### src/rtl/bcd_conv_pkg.sv
// Shared types and sizing for the binary-to-BCD converter.
// The converter uses shift-and-add-3 (double dabble).
package bcd_conv_pkg;

  typedef enum logic [1:0] {
    IDLE  = 2'd0,
    SHIFT = 2'd1,
    DONE  = 2'd2
  } state_e;

  localparam int ITER_CNT = 8;
  localparam int BIN_W    = 8;
  localparam int BCD_W    = 12;
  localparam int WORK_W   = BCD_W + BIN_W;
  localparam int CNT_W    = $clog2(ITER_CNT);

endpackage

### src/rtl/dd_add3.sv
// Double-dabble nibble correction: add 3 when the digit is 5 or more.
// Inputs 5..9 map to 8..12, so 4-bit arithmetic never wraps.
module dd_add3 (
  input  logic [3:0] d,
  output logic [3:0] q
);

  always_comb begin
    q = d;
    if (d >= 4'd5) q = d + 4'd3;
  end

endmodule

### src/rtl/bcd_conv_ctrl.sv
// Converts an 8-bit binary value to 3-digit BCD, one double-dabble step per
// clock, with valid/ready handshakes on both the input and the result sides.
module bcd_conv_ctrl
  import bcd_conv_pkg::*;
(
  input  logic              clk,
  input  logic              rst_n,
  input  logic              clear,
  input  logic              in_valid,
  output logic              in_ready,
  input  logic [BIN_W-1:0]  b_in,
  output logic              out_valid,
  input  logic              out_ready,
  output logic [BCD_W-1:0]  bcd_out,
  output logic              busy
);

  localparam logic [1:0] ST_IDLE  = IDLE;
  localparam logic [1:0] ST_SHIFT = SHIFT;
  localparam logic [1:0] ST_DONE  = DONE;
  localparam logic [CNT_W-1:0] LAST_CNT = CNT_W'(ITER_CNT - 1);

  logic [1:0]        state_q, state_d;
  logic [WORK_W-1:0] work_q, work_d;
  logic [CNT_W-1:0]  cnt_q, cnt_d;
  logic [BCD_W-1:0]  bcd_q, bcd_d;

  logic [WORK_W-1:0] corrected;
  logic [WORK_W-1:0] shifted;
  logic              accept;

  // Only the three BCD nibbles are corrected; the binary tail passes through.
  assign corrected[BIN_W-1:0] = work_q[BIN_W-1:0];

  dd_add3 u_add3_units (.d(work_q[11:8]),  .q(corrected[11:8]));
  dd_add3 u_add3_tens  (.d(work_q[15:12]), .q(corrected[15:12]));
  dd_add3 u_add3_hunds (.d(work_q[19:16]), .q(corrected[19:16]));

  assign shifted = corrected << 1;

  assign in_ready  = !clear && (state_q == ST_IDLE ||
                                (state_q == ST_DONE && out_ready));
  assign accept    = in_valid && in_ready;
  assign out_valid = (state_q == ST_DONE);
  assign busy      = (state_q == ST_SHIFT);
  assign bcd_out   = bcd_q;

  always_comb begin
    state_d = state_q;
    work_d  = work_q;
    cnt_d   = cnt_q;
    bcd_d   = bcd_q;
    if (clear) begin
      state_d = ST_IDLE;
    end else begin
      case (state_q)
        ST_IDLE: begin
          if (accept) begin
            work_d  = {{BCD_W{1'b0}}, b_in};
            cnt_d   = '0;
            state_d = ST_SHIFT;
          end
        end
        ST_SHIFT: begin
          work_d = shifted;
          cnt_d  = cnt_q + 1'b1;
          if (cnt_q == LAST_CNT) begin
            bcd_d   = shifted[WORK_W-1:BIN_W];
            state_d = ST_DONE;
          end
        end
        ST_DONE: begin
          // A new operand may be taken on the same edge the result leaves.
          if (out_ready) begin
            if (accept) begin
              work_d  = {{BCD_W{1'b0}}, b_in};
              cnt_d   = '0;
              state_d = ST_SHIFT;
            end else begin
              state_d = ST_IDLE;
            end
          end
        end
        default: state_d = ST_IDLE;
      endcase
    end
  end

  always_ff @(posedge clk or negedge rst_n) begin
    if (!rst_n) begin
      state_q <= ST_IDLE;
      work_q  <= '0;
      cnt_q   <= '0;
      bcd_q   <= '0;
    end else begin
      state_q <= state_d;
      work_q  <= work_d;
      cnt_q   <= cnt_d;
      bcd_q   <= bcd_d;
    end
  end

endmodule
### config.mk
export PLATFORM = sky130hd
export DESIGN_NAME = bcd_conv_ctrl
export DESIGN_NICKNAME = d
export VERILOG_FILES = /design/src/rtl/bcd_conv_pkg.sv /design/src/rtl/dd_add3.sv /design/src/rtl/bcd_conv_ctrl.sv
export SDC_FILE = /design/constraint.sdc
export NUM_CORES = 1
export LEC_CHECK = 0
export CELL_PAD_IN_SITES_DETAIL_PLACEMENT = 1
export CELL_PAD_IN_SITES_GLOBAL_PLACEMENT = 1
export CORE_ASPECT_RATIO = 1.2
export CORE_MARGIN = 5
export CORE_UTILIZATION = 42
export DETAILED_ROUTE_END_ITERATION = 7
export PLACE_DENSITY = 0.83
export SLEW_MARGIN = 40
export SYNTH_ARGS = -nofsm -noshare
export SYNTH_HDL_FRONTEND = slang
export SYNTH_HIERARCHICAL = 1
export SYNTH_SLANG_ARGS = --single-unit
### constraint.sdc
create_clock -name clk -period 1.8 [get_ports clk]
set_input_delay 0.36 -clock clk [delete_from_list [all_inputs] [get_ports clk]]
set_output_delay 0.36 -clock clk [all_outputs]
set_load 0.005 [all_outputs]
==> metrics, run 1 <==
dpl hpwl=3.36 mm; first-pass GRT wire length=7.48 mm; switching power=0.483 mW; Post-Syn Instances=175; Seq pwr share=0.520; IO Port Bufs=27; Filler Cells Inserted=512; DR pass1 iterations=4; antenna cells=0; RSZ-0062 raised after global routing=no; Clk pwr share=0.307; Nets=236; Final ANT Viol Nets=0; status=finished, final reports clean; GP Congestion=0.758; initial drt markers=18; CP Launch Type=register; pre-CTS WS=-0.100 ns; initial antenna violation count=0; Hold Path Class=primary input to asynchronous set/reset pin; clk slew on worst S/H paths=0.07 ns; DIE AREA=6100 µm²; vias in the first global route=1543; switch share=0.265; Worst Setup End Kind=output port; most frequent cells in the layout=dfrtp_1, mux2_2, nand2_1; WP data required=1.44 ns; Num CTS Buffers=5; Worst path slowest cell=clkdlybuf4s50_1; worst vdd ir=0.000497 V; DR DRC count=0; Die W=72.2 µm; Post-CTS Hold Fix Bufs=0; commonest non-fill, non-tap cell in the layout=dfrtp_1; relative slew slack=0.687; I/O pins=28; fin util=0.543; root buffer cell=clkbuf_8; Avg WL per Cell=15.6 µm; htree depth=2; crit path time final=1.75 ns; worst path arrival time=1.39 ns; GR Util All Layers=0.159; Max Clock Skew=0.00564 ns; period utilization=0.971; crit-path max FO=6; Tot Pwr=1.82 mW; Comb power frac=0.172; Power Density=742 nW/µm²; max-slew violations=0; Final Setup Violations=0; Bufs on Longest Clock Path=2; Total Wirelength=4.27 mm; maxcap violations=0; layout cell share with drive strength beyond 1=0.250; Inst Count DP=265; TritonCTS clock tree=built; post-route setup slack=0.0524 ns; max incr delay on CP=0.51 ns; vias per cell=4.91; Lkg Pwr=1.13 nW; largest net degree at the start of global routing=22; Synth Warn #=6; Post-Syn Area per Cell=11.1 µm²; syn nets=196; Site Rows=27; internal power=1.34 mW; mapped cell area=1950 µm²; core box area=4530 µm²; Crit Path Category=register to output port; clock latency on the worst-skew pair=0.29 ns; Via Count=1345; post-route setup TNS=0 ns; Hold Vio Cnt, Final=0; f_max=572 MHz; critical path, cell by cell=nor2b_1 > clkdlybuf4s50_1; TritonCTS Sinks=37; GR Overflow Total=0; area grow syn2layout=26.2%; measured slew at the worst slew-check pin=0.469 ns; non-filler cells, final=274; chip height=84.6 µm; Initial Util=0.430
## power by group through the flow
stage | clock (mW) | combinational [mW] | sequential, mW
3_5_place_dp | 0 | 0.320 | 0.966
6_report | 0.560 | 0.314 | 0.949
4_1_cts | 0.578 | 0.322 | 0.952
3_3_place_gp | 0 | 0.293 | 0.956
5_1_grt | 0.615 | 0.348 | 0.959
2_1_floorplan | 0 | 0.186 | 0.949
## registers in the layout, indices dropped and copies added, names as in the netlist
signal   flops
state_q      2
bcd_out     12
work_q      20
cnt_q        3
## critical path, delay by kind of cell, from the launching register on
kind	cells	cell delay [ns]
buffers and inverters	1	0.51
DFF	1	0.46
and+or+nand+nor	1	0.13
## path summary, 6_finish.rpt
| check | startpoint | to | slack [ns] | depth (start not counted) |
|---|---|---|---|---|
| min in group clk | bcd_out[11] | bcd_out[11] | 0.51 | 1 |
| max reg2reg | cnt_q[0] | bcd_out[3] | 0.13 | 5 |
| max in group asynchronous | rst_n | state_q[0] | 1.26 | 2 |
| min | rst_n | bcd_out[11] | 0.01 | 1 |
| min reg2reg | bcd_out[11] | bcd_out[11] | 0.51 | 1 |
| max | state_q[0] | out_valid | 0.05 | 2 |
## layer usage
layer	wire length, µm	share of wire	global-route usage	up-vias
li1	-	-	-	651
met5	0	0	0	-
met4	39	0.0091	0.0462	0
met3	120	0.028	0.0407	4
met1	1630	0.38	0.174	674
met2	2490	0.58	0.295	16
## layout make-up
class                   count  area (µm²)  share of cell area
clock inverters             2        10.0             0.00407
well taps                  58        72.6              0.0295
clock buffers               6        72.6              0.0295
multi-input cells         109         902               0.367
repair buffers             38         383               0.156
flip-flops and latches     37         927               0.377
inverters                  24        90.1              0.0367
## through the flow
stage	hold WS, ns	instance area [µm²]
6_report	0.0117	2460
4_1_cts	0.0186	2460
2_1_floorplan	0.0644	1950
5_1_grt	0.0386	2460
3_5_place_dp	0.338	2360
3_3_place_gp	0.334	2360
## timing repair
| action | in CTS | in global routing |
|---|---|---|
| resized for setup | 6 | 0 |
| setup buffers | 1 | 0 |
| setup endpoints to repair | 2 | 0 |
(Power assumes the default switching activity.)
==> run 2: changes to the inputs <==
--- a/config.mk
+++ b/config.mk
@@ -12,6 +12,7 @@
 export CORE_UTILIZATION = 42
 export DETAILED_ROUTE_END_ITERATION = 7
 export PLACE_DENSITY = 0.83
+export SETUP_SLACK_MARGIN = 0.1
 export SLEW_MARGIN = 40
 export SYNTH_ARGS = -nofsm -noshare
 export SYNTH_HDL_FRONTEND = slang
==> run 2 against run 1 <==
Utilization rose by 1.4 points. Setup slack improved by 0.098 ns. Non-clock buffer count rose by 4. Wire length rose by 4.5%. Total power rose by 1.5%. Global-route usage rose by 0.12 points. Via count rose by 2.6%. Largest power group unchanged.
==> metrics, run 2 (synthesized netlist as in run 1, its figures left out) <==
status=finished, final reports clean; design area=2520 µm² (+2.5%); TritonCTS Sinks=37 (unchanged); Worst path slowest cell=dfrtp_2; Num CTS Buffers=5 (unchanged); Bufs on Longest Clock Path=2 (unchanged); fin util=0.557 (+0.0138); f_max=606 MHz (+6.0%); layout cell share with drive strength beyond 1=0.300 (+0.0500); GR Overflow Total=0 (unchanged); htree depth=2 (unchanged); Final ANT Viol Nets=0 (unchanged); RSZ-0062 raised after global routing=yes; TritonCTS clock tree=built; worst vdd ir=0.000498 V (+0.11%); Power Density=735 nW/µm² (-0.98%); Post-CTS Hold Fix Bufs=0 (unchanged); post-route setup slack=0.151 ns (+0.0984 ns); root buffer cell=clkbuf_8; relative slew slack=0.690 (+0.00259); most frequent cells in the layout=dfrtp_1, mux2_2, nand2_1; FF-to-FF setup slack=0.15 ns (+0.02 ns); clk slew on worst S/H paths=0.07 ns (about the same); DR DRC count=0 (unchanged); vias in the first global route=1567 (+1.6%); core box area=4530 µm² (unchanged); worst path arrival time=1.86 ns (+0.47 ns); Lkg Pwr=1.16 nW (+2.3%); CP Launch Type=register; crit path time final=1.65 ns (-0.0984 ns); commonest non-fill, non-tap cell in the layout=dfrtp_1; Crit Path Category=register to register; max incr delay on CP=0.44 ns (-0.07 ns); Initial Util=0.430 (unchanged); max FFs per register=20 (unchanged); antenna cells=0 (unchanged); Total Wirelength=4.47 mm (+4.5%); Avg WL per Cell=16.1 µm (+3.0%); dpl hpwl=3.36 mm (unchanged); Worst Setup End Kind=register; crit-path max FO=14 (+8); period utilization=0.916 (-0.0547); pre-CTS WS=-0.100 ns (unchanged); critical path, cell by cell=buf_4 > nand2b_4 > a221oi_4 > buf_12 > buf_12 > mux2i_1; critical path buffer and inverter count=3 (+2); largest net degree at the start of global routing=22 (unchanged); first-pass GRT wire length=7.54 mm (+0.83%); chip height=84.6 µm (unchanged); Tot Pwr=1.85 mW (+1.5%); area grow syn2layout=29.4%; most used cell, CP=buf_12; DIE AREA=6100 µm² (unchanged); initial antenna violation count=0 (unchanged); Die W=72.2 µm (unchanged); maxcap violations=0 (unchanged); Hold Path Class=primary input to asynchronous set/reset pin; WP data required=2.01 ns (+0.57 ns); Reg with most FFs=work_q; Site Rows=27 (unchanged); Max Clock Skew=0.00692 ns (+0.00128 ns); clock latency on the worst-skew pair=0.29 ns (about the same); vias per cell=4.96 (+1.1%); Via Count=1380 (+2.6%); CP delay by family, top=buffers and inverters; GR Util All Layers=0.160 (+0.00123); I/O pins=28 (unchanged); max-slew violations=0 (unchanged); GP Congestion=0.758 (unchanged); initial drt markers=18 (unchanged); Final Setup Violations=0 (unchanged); area post-placement=2360 µm² (unchanged); measured slew at the worst slew-check pin=0.465 ns (-0.00388 ns); IO Port Bufs=27 (unchanged); Hold Vio Cnt, Final=0 (unchanged); DR pass1 iterations=4 (unchanged); Nets=240 (+1.7%)
## run 2: path summary, 6_finish.rpt
check,endpoint,depth (start not counted),from
setup / recovery,work_q[16],6,state_q[0]
hold / removal,bcd_out[11],1,rst_n
setup reg to reg,work_q[16],6,state_q[0]
hold reg to reg,work_q[2],1,work_q[2]
max in group asynchronous,state_q[0],2,rst_n
min in group clk,work_q[2],1,work_q[2]
## run 2: final cells by class
type / instances / area, µm²
clock buffer: 6 / 72.6
timing repair buffer: 42 / 415
clock inverter: 2 / 10.0
multi-input combinational: 109 / 931
fill: 507 / 2010
inverter: 24 / 90.1
sequential: 37 / 928
tap: 58 / 72.6
## run 2: worst reg2reg max path: stages, from the launching register on
cell	delay (ns)
dfrtp_2	0.44
buf_4	0.15
nand2b_4	0.14
a221oi_4	0.27
buf_12	0.18
buf_12	0.17
mux2i_1	0.23
## run 2: layer usage
metal	part of all wire	routed length (µm)	track usage
met1	0.38	1690	0.175
met5	0	0	0
met3	0.031	138	0.0419
met4	0.012	53	0.0513
met2	0.58	2590	0.295
## run 2: stage by stage
step / TNS, ns / hold slack (ns) / std cells
2_1_floorplan: 0 / 0.0644 / 175
3_3_place_gp: -0.359 / 0.334 / 265
6_report: 0 / 0.00936 / 278
3_5_place_dp: -2.16 / 0.338 / 265
4_1_cts: 0 / 0.0186 / 276
5_1_grt: 0 / 0.0372 / 278
## run 2: power breakdown
part           internal, mW  leakage (nW)  switching, mW
Sequential            0.901         0.493         0.0469
Clock                 0.268        0.0450          0.292
Combinational         0.190         0.620          0.153
## run 2: what timing repair did
item,4_1_cts,5_1_grt
gates resized for setup,8,10
pin swaps,0,2
setup buffers,3,2
setup endpoints to repair,3,21
